### src/rtl/ddr3_local_burst_master.sv
// rtl/ddr3_local_burst_master.sv - client command to DDR3 local-interface burst master
module ddr3_local_burst_master #(
  parameter int ADDR_W       = 25,
  parameter int SIZE_W       = 7,
  parameter int DATA_W       = 128,
  parameter int BE_W         = 16,
  parameter int MAX_RD_BEATS = 64
) (
  input  logic              phy_clk,
  input  logic              reset_phy_clk_n,
  input  logic              cmd_valid,
  output logic              cmd_ready,
  input  logic              cmd_write,
  input  logic [ADDR_W-1:0] cmd_addr,
  input  logic [SIZE_W-1:0] cmd_len,
  input  logic              wr_valid,
  output logic              wr_ready,
  input  logic [DATA_W-1:0] wr_data,
  input  logic [BE_W-1:0]   wr_be,
  output logic              rd_valid,
  output logic [DATA_W-1:0] rd_data,
  output logic              idle,
  output logic              rd_overflow,
  input  logic              local_init_done,
  input  logic              local_ready,
  output logic [ADDR_W-1:0] local_address,
  output logic [SIZE_W-1:0] local_size,
  output logic              local_burstbegin,
  output logic              local_read_req,
  output logic              local_write_req,
  output logic [DATA_W-1:0] local_wdata,
  output logic [BE_W-1:0]   local_be,
  input  logic              local_rdata_valid,
  input  logic [DATA_W-1:0] local_rdata
);

  localparam int CNT_W = $clog2(MAX_RD_BEATS) + 1;
  // Wide enough that rd_out + len never wraps before the limit compare.
  localparam int SUM_W = ((CNT_W > SIZE_W) ? CNT_W : SIZE_W) + 1;

  typedef enum logic [1:0] {
    S_IDLE     = 2'd0,
    S_WR_BURST = 2'd1,
    S_RD_REQ   = 2'd2
  } state_e;

  state_e              state_q, state_d;
  logic [ADDR_W-1:0]   addr_q, addr_d;
  logic [SIZE_W-1:0]   size_q, size_d;
  logic [SIZE_W-1:0]   beat_q, beat_d;
  logic                first_q, first_d;
  logic [CNT_W-1:0]    rd_out_q, rd_out_d;
  logic                overflow_q, overflow_d;
  logic                rd_valid_q;
  logic [DATA_W-1:0]   rd_data_q;

  logic [SIZE_W-1:0]   len_eff;
  logic [SUM_W-1:0]    rd_sum;
  logic                rd_fits;
  logic                rd_issue;
  logic                rd_dec;

  // A zero-length command is a single beat.
  assign len_eff = (cmd_len == '0) ? SIZE_W'(1) : cmd_len;
  assign rd_sum  = SUM_W'(rd_out_q) + SUM_W'(len_eff);
  assign rd_fits = (rd_sum <= SUM_W'(MAX_RD_BEATS));

  assign local_wdata   = wr_data;
  assign local_be      = wr_be;
  assign local_address = addr_q;
  assign local_size    = size_q;
  assign rd_valid      = rd_valid_q;
  assign rd_data       = rd_data_q;
  assign rd_overflow   = overflow_q;
  assign idle          = (state_q == S_IDLE) && (rd_out_q == '0);

  // Next-state and local-interface request decode.
  always_comb begin
    state_d          = state_q;
    addr_d           = addr_q;
    size_d           = size_q;
    beat_d           = beat_q;
    first_d          = first_q;
    cmd_ready        = 1'b0;
    wr_ready         = 1'b0;
    local_write_req  = 1'b0;
    local_read_req   = 1'b0;
    local_burstbegin = 1'b0;
    rd_issue         = 1'b0;
    case (state_q)
      S_IDLE: begin
        cmd_ready = local_init_done && (cmd_write || rd_fits);
        if (cmd_valid && local_init_done && (cmd_write || rd_fits)) begin
          addr_d  = cmd_addr;
          size_d  = len_eff;
          beat_d  = len_eff;
          first_d = 1'b1;
          state_d = cmd_write ? S_WR_BURST : S_RD_REQ;
        end
      end
      S_WR_BURST: begin
        local_write_req  = wr_valid;
        wr_ready         = local_ready;
        local_burstbegin = wr_valid && first_q;
        if (wr_valid && local_ready) begin
          beat_d  = beat_q - SIZE_W'(1);
          first_d = 1'b0;
          if (beat_q == SIZE_W'(1)) state_d = S_IDLE;
        end
      end
      S_RD_REQ: begin
        local_read_req   = 1'b1;
        local_burstbegin = 1'b1;
        if (local_ready) begin
          rd_issue = 1'b1;
          state_d  = S_IDLE;
        end
      end
      default: state_d = S_IDLE;
    endcase
  end

  // Outstanding read beats; a return with nothing outstanding is flagged, not counted.
  always_comb begin
    rd_dec     = local_rdata_valid && (rd_out_q != '0);
    overflow_d = overflow_q || (local_rdata_valid && (rd_out_q == '0));
    rd_out_d   = rd_out_q + (rd_issue ? CNT_W'(size_q) : '0) - (rd_dec ? CNT_W'(1) : '0);
  end

  // Control state registers.
  always_ff @(posedge phy_clk or negedge reset_phy_clk_n) begin
    if (!reset_phy_clk_n) begin
      state_q    <= S_IDLE;
      addr_q     <= '0;
      size_q     <= '0;
      beat_q     <= '0;
      first_q    <= 1'b0;
      rd_out_q   <= '0;
      overflow_q <= 1'b0;
    end else begin
      state_q    <= state_d;
      addr_q     <= addr_d;
      size_q     <= size_d;
      beat_q     <= beat_d;
      first_q    <= first_d;
      rd_out_q   <= rd_out_d;
      overflow_q <= overflow_d;
    end
  end

  // Read return path: one-cycle registered copy of the controller's read data.
  always_ff @(posedge phy_clk or negedge reset_phy_clk_n) begin
    if (!reset_phy_clk_n) begin
      rd_valid_q <= 1'b0;
      rd_data_q  <= '0;
    end else begin
      rd_valid_q <= local_rdata_valid;
      rd_data_q  <= local_rdata;
    end
  end

endmodule

### config.mk
export PLATFORM = sky130hd
export DESIGN_NAME = ddr3_local_burst_master
export DESIGN_NICKNAME = d
export VERILOG_FILES = /design/src/rtl/ddr3_local_burst_master.sv
export SDC_FILE = /design/constraint.sdc
export NUM_CORES = 1
export LEC_CHECK = 0
export ABC_AREA = 1
export CAP_MARGIN = 20
export CELL_PAD_IN_SITES_DETAIL_PLACEMENT = 0
export CELL_PAD_IN_SITES_GLOBAL_PLACEMENT = 1
export CORE_AREA = 10 10 237 239
export CTS_CLUSTER_SIZE = 10
export DETAILED_ROUTE_END_ITERATION = 7
export DIE_AREA = 0 0 247 249
export DONT_BUFFER_PORTS = 1
export GPL_ROUTABILITY_DRIVEN = 0
export PLACE_DENSITY_LB_ADDON = 0.1
export SLEW_MARGIN = 40
export SYNTH_ARGS = -nofsm -noshare
export SYNTH_HDL_FRONTEND = slang
export SYNTH_SLANG_ARGS = --single-unit
### constraint.sdc
create_clock -name phy_clk -period 7.52 [get_ports phy_clk]
set_input_delay 1.504 -clock phy_clk [delete_from_list [all_inputs] [get_ports phy_clk]]
set_output_delay 1.504 -clock phy_clk [all_outputs]
set_load 0.03 [all_outputs]
# After elaboration in Yosys (flattened, before gate mapping)
# Cells that the tools add are included.
[totals]
regBits = 179
wordCells = 61
[op_classes]
n_mux = 22
addsub = 4
n_reduce_logical = 18
order_cmp = 1
eq_ne = 7
[op_table]
columns = ["operator", "count"]
rows = [
  ["$mux W7", 4],
  ["$logic_not A7 Y1", 2],
  ["$pmux W7 S2", 1],
  ["$mux W2", 5],
  ["$mux W1", 9],
  ["$add A7 B7 Y8", 1],
  ["$le A8 B7 Y1 const B", 1],
  ["$logic_and A1 B1 Y1", 8],
  ["$add A7 B7 Y7", 1],
  ["$eq A7 B1 Y1 const B", 1],
  ["$reduce_bool A7 Y1", 1],
  ["$sub A7 B1 Y7", 1],
  ["$sub A7 B1 Y7 const B", 1],
  ["$ne A2 B2 Y1 const B", 3],
  ["$pmux W2 S3", 1],
  ["$pmux W1 S2", 2],
  ["$reduce_and A4 Y1", 1],
  ["$reduce_and A3 Y1", 1],
  ["$eq A2 B1 Y1 const B", 1],
  ["$eq A2 B2 Y1 const B", 1],
  ["$logic_not A2 Y1", 1],
  ["$logic_or A1 B1 Y1", 2],
  ["$ne A2 B1 Y1 const B", 1],
  ["$reduce_and A2 Y1", 1],
  ["$reduce_bool A2 Y1", 1],
]

# Logic depth before layout (Yosys ltp)
# Gate-level depths: netlist of the first run.
[depth]
word_depth = 8
depth_mapped = 20

# Worst setup path after synthesis of the first run
# No wires, ideal clock.
[synth_timing]
path_kind = "input -> output"
startpoint = "input cmd_len[6]"
endpoint = "output cmd_ready"
t_required_ps = 6016
cell_stages = 14
slack_ps = 2383
t_arrival_ps = 3633
cell_sequence = "nor4_1 a21o_1 ha_1 fa_1 or2_1 nor2_1 nand3_1 nor2_1 nand2_1 nand2_1 nand2_1 nand2_2 nand2_1 nor2_1"
[synth_between]
elab_chain_cells = 7
[synth_lines]
columns = ["element", "line", "text"]
rows = [
  ["from (decl)", "15", "input logic [SIZE_W-1:0] cmd_len,"],
  ["$logic_not A7 Y1", "64", "assign len_eff = (cmd_len == '0) ? SIZE_W'(1) : cmd_len;"],
  ["$mux W7", "64", ""],
  ["via len_eff[0]", "57", "logic [SIZE_W-1:0] len_eff;"],
  ["$add A7 B7 Y8", "65", "assign rd_sum = SUM_W'(rd_out_q) + SUM_W'(len_eff);"],
  ["$le A8 B7 Y1", "66", "assign rd_fits = (rd_sum <= SUM_W'(MAX_RD_BEATS));"],
  ["$logic_or A1 B1 Y1", "92", "cmd_ready = local_init_done && (cmd_write || rd_fits);"],
  ["$logic_and A1 B1 Y1", "92", ""],
  ["$mux W1", "90", "case (state_q)"],
  ["to (decl)", "12", "output logic cmd_ready,"],
]
# The timed path passes the listed nets, and every way through them passes these cells.

# Final worst setup path of the first run
# Ends and elaborated chain as after synthesis.

==> impl_metrics.tcl, run 1 <==
set metrics [dict create \
    grt-busiest-layer "met2" \
    tightestPinTransition_ns 0.6690 \
    synth-warning-count 0 \
    synth_top_family_by_area "buffers and inverters" \
    clk_pin_slew_worst_paths_ns 0.08 \
    dieWidth_um 247 \
    syn_nets 1001 \
    cts_hold_buf 0 \
    endpoint_kind "output pin" \
    tns_ns 0 \
    die_area_mm2 0.06150 \
    status "finished, final reports clean" \
    antenna_found_initial 14 \
    route.vias.total 3908 \
    cts_sinks 179 \
    clock-root-buffer "clkbuf_16" \
    syn_inst 663 \
    numPortBuffers 0 \
    max_cap_viol_count 0 \
    detail-route-antenna-nets 0 \
    rsz0062_at_grt "no" \
    grt_use_met2_pct 14.08 \
    synthXorXnorAreaFrac_pct 1.076 \
    htreeDepth 4 \
    power.density_mw_per_mm2 422.5 \
    cts_buffers 17 \
    overflow 0 \
    synth_commonest_cells "dfrtp_1 (179), buf_4 (144), nand2_1 (136)" \
    synth-adder-area-share_pct 4.645 \
    skew_ns 0.01378 \
    routed_wirelength_mm 27.15 \
    fin_nets 864 \
    setup_violations 0 \
    crit_type "input pin to output pin" \
    syn_to_final_growth_pct 5.379 \
    drv_slew 0 \
    synthMuxAreaShare_pct 0 \
    post-cts-setup-buffers 0 \
    grt_max_degree 180 \
    ios 624 \
    worstSkewPairLatency_ns 0.48 \
    synthFlopType "dfrtp_1" \
    core-area_mm2 0.05120 \
    grt.met3_usage_pct 6.320 \
    synth_compound_area_share_pct 4.064 \
    grt_util_all_layers_pct 8.875 \
    yosysTopAreaCellShare_pct 61.13 \
    layout_setup_ws_ns 1.958 \
    global_route.usage.met1_pct 8.475 \
    stdcell_count 1227 \
    clock.fmax_mhz 179.8 \
    synth_edf_count 0 \
    dpl.hpwl_mm 21.09 \
    drive_gt1_share_pct 7.607 \
    p_leak_nw 3.466 \
    wire_per_inst_um 22.13 \
    irDropWorstVdd_v 0.0001564 \
    slew_headroom_pct 55.30 \
    yosysMostFrequentCell "dfrtp_1" \
    rows 83 \
    first_pass_iters 4 \
    worst_ep_required_time_ns 6.02 \
    synth.avg_cell_area_um2 11.05 \
    place_inst 1187 \
    clock_path_buffers 2 \
    yosys.area.top_type "dfrtp_1" \
    drc_errors 0 \
    ctsResizeCount 0 \
    cts_tree "done" \
    finalCriticalPeriod_ns 5.562 \
    crit_path_max_fanout 4 \
    fin_util_pct 15.08 \
    ys_seq_area_share_pct 61.13 \
    fin_crit_sh_pct 73.96 \
    syn_area_mm2 0.007327 \
    start_util_pct 14.31 \
    pre_cts_ws_ns 1.949 \
    drt_iter0_markers 143 \
    cp.arrival_ns 4.06 \
    synthDistinctLibCells 30 \
    hold_path.class "flip-flop to flip-flop" \
    die_h_um 249 \
    synth_seq_cells 179 \
    async_flop_share_pct 100.0 \
    synthSimpleGateAreaFrac_pct 10.84 \
    ys_top_cells_by_area "dfrtp_1 (61%), buf_4 (15%), nand2_1 (7.0%)" \
    grt_pass1_wl_mm 37.47 \
    cp-start-kind "input pin" \
    hold_violations 0 \
    viasPerCell 3.185 \
    grt_pass1_vias 4474 \
]
==> sequential cells by signal, indices dropped and copies added, names as in the netlist <==
register and flops:
beat_q 7, first_q 1, local_address 25, local_size 7, rd_data 128, rd_out_q 7, rd_overflow 1, rd_valid 1
state_q 2
==> per-layer routing <==
| metal | vias up | routed length (um) |
|---|---|---|
| met5 | - | 29 |
| met4 | 6 | 791 |
| met3 | 63 | 3812 |
| met2 | 298 | 13080 |
| met1 | 1882 | 9440 |
| li1 | 1659 | - |
==> kinds of logic after synthesis <==
kind of cell | Yosys count
adders and majority gates | 26
DFF | 179
xor gates and xnor gates | 9
and+or+nand+nor | 190
buffers and inverters | 203
AOI/OAI and AO/OA | 56
==> worst max-delay path, cell delays in order <==
cell	delay (ns)
nor4_1	0.28
a21o_1	0.20
ha_1	0.23
fa_1	0.43
or2_1	0.21
nor2_1	0.11
nand3_1	0.10
nor2_1	0.11
nand2_1	0.07
nand2_1	0.06
nand2_1	0.10
nand2_2	0.12
nand2_1	0.05
nor2_1	0.47
==> power by group <==
group / total (W) / internal (W) / switching (W) / leakage (nW)
logic: 0.000706 / 0.000247 / 0.000459 / 1.02
registers: 0.00153 / 0.00113 / 0.000408 / 2.12
clock network: 0.00102 / 0.000484 / 0.000539 / 0.327
total: 0.00326 / 0.00186 / 0.00141 / 3.47
==> through the flow <==
stage                     cell area [um2]  power, W  hold WS [ns]
after floorplan                      7327  0.002160        0.4419
after global placement               7022  0.002306        0.4587
after detailed placement             7023  0.002299        0.4671
after CTS                            7701  0.003371        0.4889
after global routing                 7709  0.003516        0.5231
final                                7721  0.003262        0.4808
==> cells in the final DEF (no fill, tap or decap), drive strengths merged <==
master | synthesis | routed
nand2 | 140 | 140
diode | 0 | 8
a21boi | 1 | 1
nor4 | 3 | 3
a21o | 1 | 1
nand3 | 21 | 21
clkbuf | 9 | 17
nand4 | 1 | 1
fa | 2 | 2
xor2 | 6 | 6
o21ai | 39 | 39
xnor2 | 3 | 3
dfrtp | 179 | 179
a31oi | 1 | 1
a21oi | 11 | 11
nor3 | 3 | 3
o31ai | 1 | 1
inv | 44 | 54
ha | 24 | 24
buf | 148 | 1
or2 | 2 | 2
o21bai | 2 | 2
nor2 | 20 | 20
clkinv | 2 | 7
==> worst paths after layout <==
path / startpoint / end / slack (ns) / cells after the start
worst max register to register: rd_out_q[0]$_DFF_PN0_ / beat_q[2]$_DFFE_PN0P_ / 4.09 / 15
worst min register to register: beat_q[1]$_DFFE_PN0P_ / beat_q[1]$_DFFE_PN0P_ / 0.48 / 2
min in group asynchronous: reset_phy_clk_n / rd_data[0]$_DFF_PN0_ / 0.70 / 0
worst max-delay path: cmd_len[6] / cmd_ready / 1.96 / 14
max in group asynchronous: reset_phy_clk_n / rd_data[67]$_DFF_PN0_ / 6.57 / 0
worst min-delay path: beat_q[1]$_DFFE_PN0P_ / beat_q[1]$_DFFE_PN0P_ / 0.48 / 2
==> area by class of cell <==
cell class / instances / area (um2)
fill: 5644 / 43480
clock inverter: 15 / 252.7
inverter: 46 / 173.9
antenna: 8 / 20.02
clock buffer: 17 / 425.4
multi-input combinational: 281 / 1511
tap: 680 / 850.8
timing repair buffer: 1 / 7.507
sequential: 179 / 4479
Power figures use the tool's default switching activity.
==> run 2: changes to the inputs <==
CORE_AREA = 10 10 238 240   (was 10 10 237 239)
DIE_AREA = 0 0 248 250   (was 0 0 247 249)
clock period = 5.6 ns   (was 7.52 ns; I/O delays follow)
==> run 2 against run 1 <==
Net effect:
- clock-buffer cell count is the same
- flip-flop and latch count did not move
- largest cell class unchanged
- die area increased by 0.81%
- critical endpoint unchanged
- critical path type unchanged
- routed wire length fell by 2.1%
==> impl_metrics.tcl, run 2 (same netlist as run 1, synthesis figures left out) <==
set metrics [dict create \
    core-area_mm2 0.05202 \
    cp-start-kind "input pin" \
    rrSetupSlack_ns 2.28 \
    clk_pin_slew_worst_paths_ns 0.10 \
    skew_ns 0.01332 \
    p_int_w 0.002474 \
    drv_slew 0 \
    overflow 0 \
    wire_per_inst_um 21.56 \
    worst_ep_required_time_ns 4.48 \
    seqPwrFrac_pct 47.8 \
    die_h_um 250 \
    grt_pass1_wl_mm 36.67 \
    clock-root-buffer "clkbuf_16" \
    fin_nets 864 \
    dpl.hpwl_mm 20.64 \
    setup_violations 0 \
    dieWidth_um 248 \
    cts_sinks 179 \
    worstSkewPairLatency_ns 0.47 \
    crit_path_max_fanout 4 \
    grt_pass1_vias 4487 \
    drt_iter0_markers 130 \
    largest_reg_flops 128 \
    grt_util_all_layers_pct 8.622 \
    pre_cts_ws_ns 0.8247 \
    rows 84 \
    cts_buffers 17 \
    clock_path_buffers 2 \
    switching_share_pct 42.62 \
    routed_wirelength_mm 26.59 \
    rsz0062_at_grt "no" \
    hold_violations 0 \
    detail-route-antenna-nets 0 \
    tightestPinTransition_ns 0.8026 \
    place_inst 1195 \
    cts_hold_buf 0 \
    hold_path.class "input pin to asynchronous set/reset pin" \
    power.density_mw_per_mm2 560.4 \
    drive_gt1_share_pct 7.421 \
    slew_headroom_pct 46.30 \
    placed_cell_area_mm2 0.007032 \
    endpoint_kind "output pin" \
    fin_crit_sh_pct 84.78 \
    layout_setup_ws_ns 0.8521 \
    tns_ns 0 \
    cp.arrival_ns 3.63 \
    ctsResizeCount 0 \
    antenna_found_initial 12 \
    power_frac_comb_pct 21.7 \
    crit_type "input pin to output pin" \
    first_pass_iters 4 \
    die_area_mm2 0.06200 \
    grt_max_degree 180 \
    status "finished, final reports clean" \
    switching_power_w 0.001838 \
    ios 624 \
    route.vias.total 3921 \
    final_cell_mix "dfrtp_1 (179), nand2_1 (136), inv_1 (44), o21ai_0 (39), ha_1 (24)" \
    stdcell_count 1233 \
    htreeDepth 4 \
    numPortBuffers 0 \
    p_leak_nw 3.447 \
    cts_tree "done" \
    post-cts-setup-buffers 0 \
    fin_area_mm2 0.007694 \
    clock_power_share_pct 30.6 \
    max_cap_viol_count 0 \
    drc_errors 0 \
    start_util_pct 14.08 \
    viasPerCell 3.180 \
    syn_to_final_growth_pct 5.003 \
    clock.fmax_mhz 210.6 \
    layout_commonest_cell "dfrtp_1" \
    irDropWorstVdd_v 0.0002120 \
    finalCriticalPeriod_ns 4.748 \
]
## run 2: layer usage
metal	global-route usage (%)	wire, um	up-vias
met5	0	52	-
met2	13.50	12710	309
met4	4.286	800	8
met3	6.569	4202	79
li1	-	-	1664
met1	8.116	8820	1861
## run 2: path summary, 6_finish.rpt
path,from,end,depth (start not counted)
hold reg to reg,beat_q[1]$_DFFE_PN0P_,beat_q[1]$_DFFE_PN0P_,2
min in group phy_clk,beat_q[1]$_DFFE_PN0P_,beat_q[1]$_DFFE_PN0P_,2
setup / recovery,cmd_len[6],cmd_ready,14
max in group asynchronous,reset_phy_clk_n,local_size[4]$_DFFE_PN0P_,0
hold / removal,reset_phy_clk_n,rd_data[72]$_DFF_PN0_,0
setup reg to reg,rd_out_q[0]$_DFF_PN0_,beat_q[3]$_DFFE_PN0P_,15
## run 2: cell type report
class                      instances  area [um2]
timing repair buffer               1       7.507
antenna                            6       15.01
tap                              688       860.8
clock buffer                      17       425.4
inverter                          46       172.7
fill                            5807       44330
sequential                       179        4479
multi-input combinational        281        1511
clock inverter                    15       221.5
## run 2: power groups by stage
stage | clock network, W | logic [W] | registers [W]
4_1_cts | 0.00139 | 0.000960 | 0.00209
6_report | 0.00132 | 0.000934 | 0.00206
3_3_place_gp | 0 | 0.000965 | 0.00213
5_1_grt | 0.00144 | 0.00110 | 0.00211
2_1_floorplan | 0 | 0.000934 | 0.00197
3_5_place_dp | 0 | 0.000954 | 0.00212
## run 2: worst max-delay path, cell delays in order
cell	delay (ns)
nor4_1	0.26
a21o_1	0.22
ha_1	0.23
fa_1	0.42
or2_1	0.22
nor2_1	0.11
nand3_1	0.10
nor2_1	0.11
nand2_1	0.07
nand2_1	0.05
nand2_1	0.09
nand2_2	0.11
nand2_1	0.05
nor2_1	0.46
## run 2: metrics by stage
stage / hold WS, ns / power (W) / utilization [%]
3_3_place_gp: 0.4584 / 0.003090 / 13.52
6_report: 0.3161 / 0.004312 / 14.79
2_1_floorplan: 0.4419 / 0.002901 / -
3_5_place_dp: 0.4635 / 0.003071 / 13.52
5_1_grt: 0.2636 / 0.004649 / 14.77
4_1_cts: 0.2633 / 0.004445 / 14.76
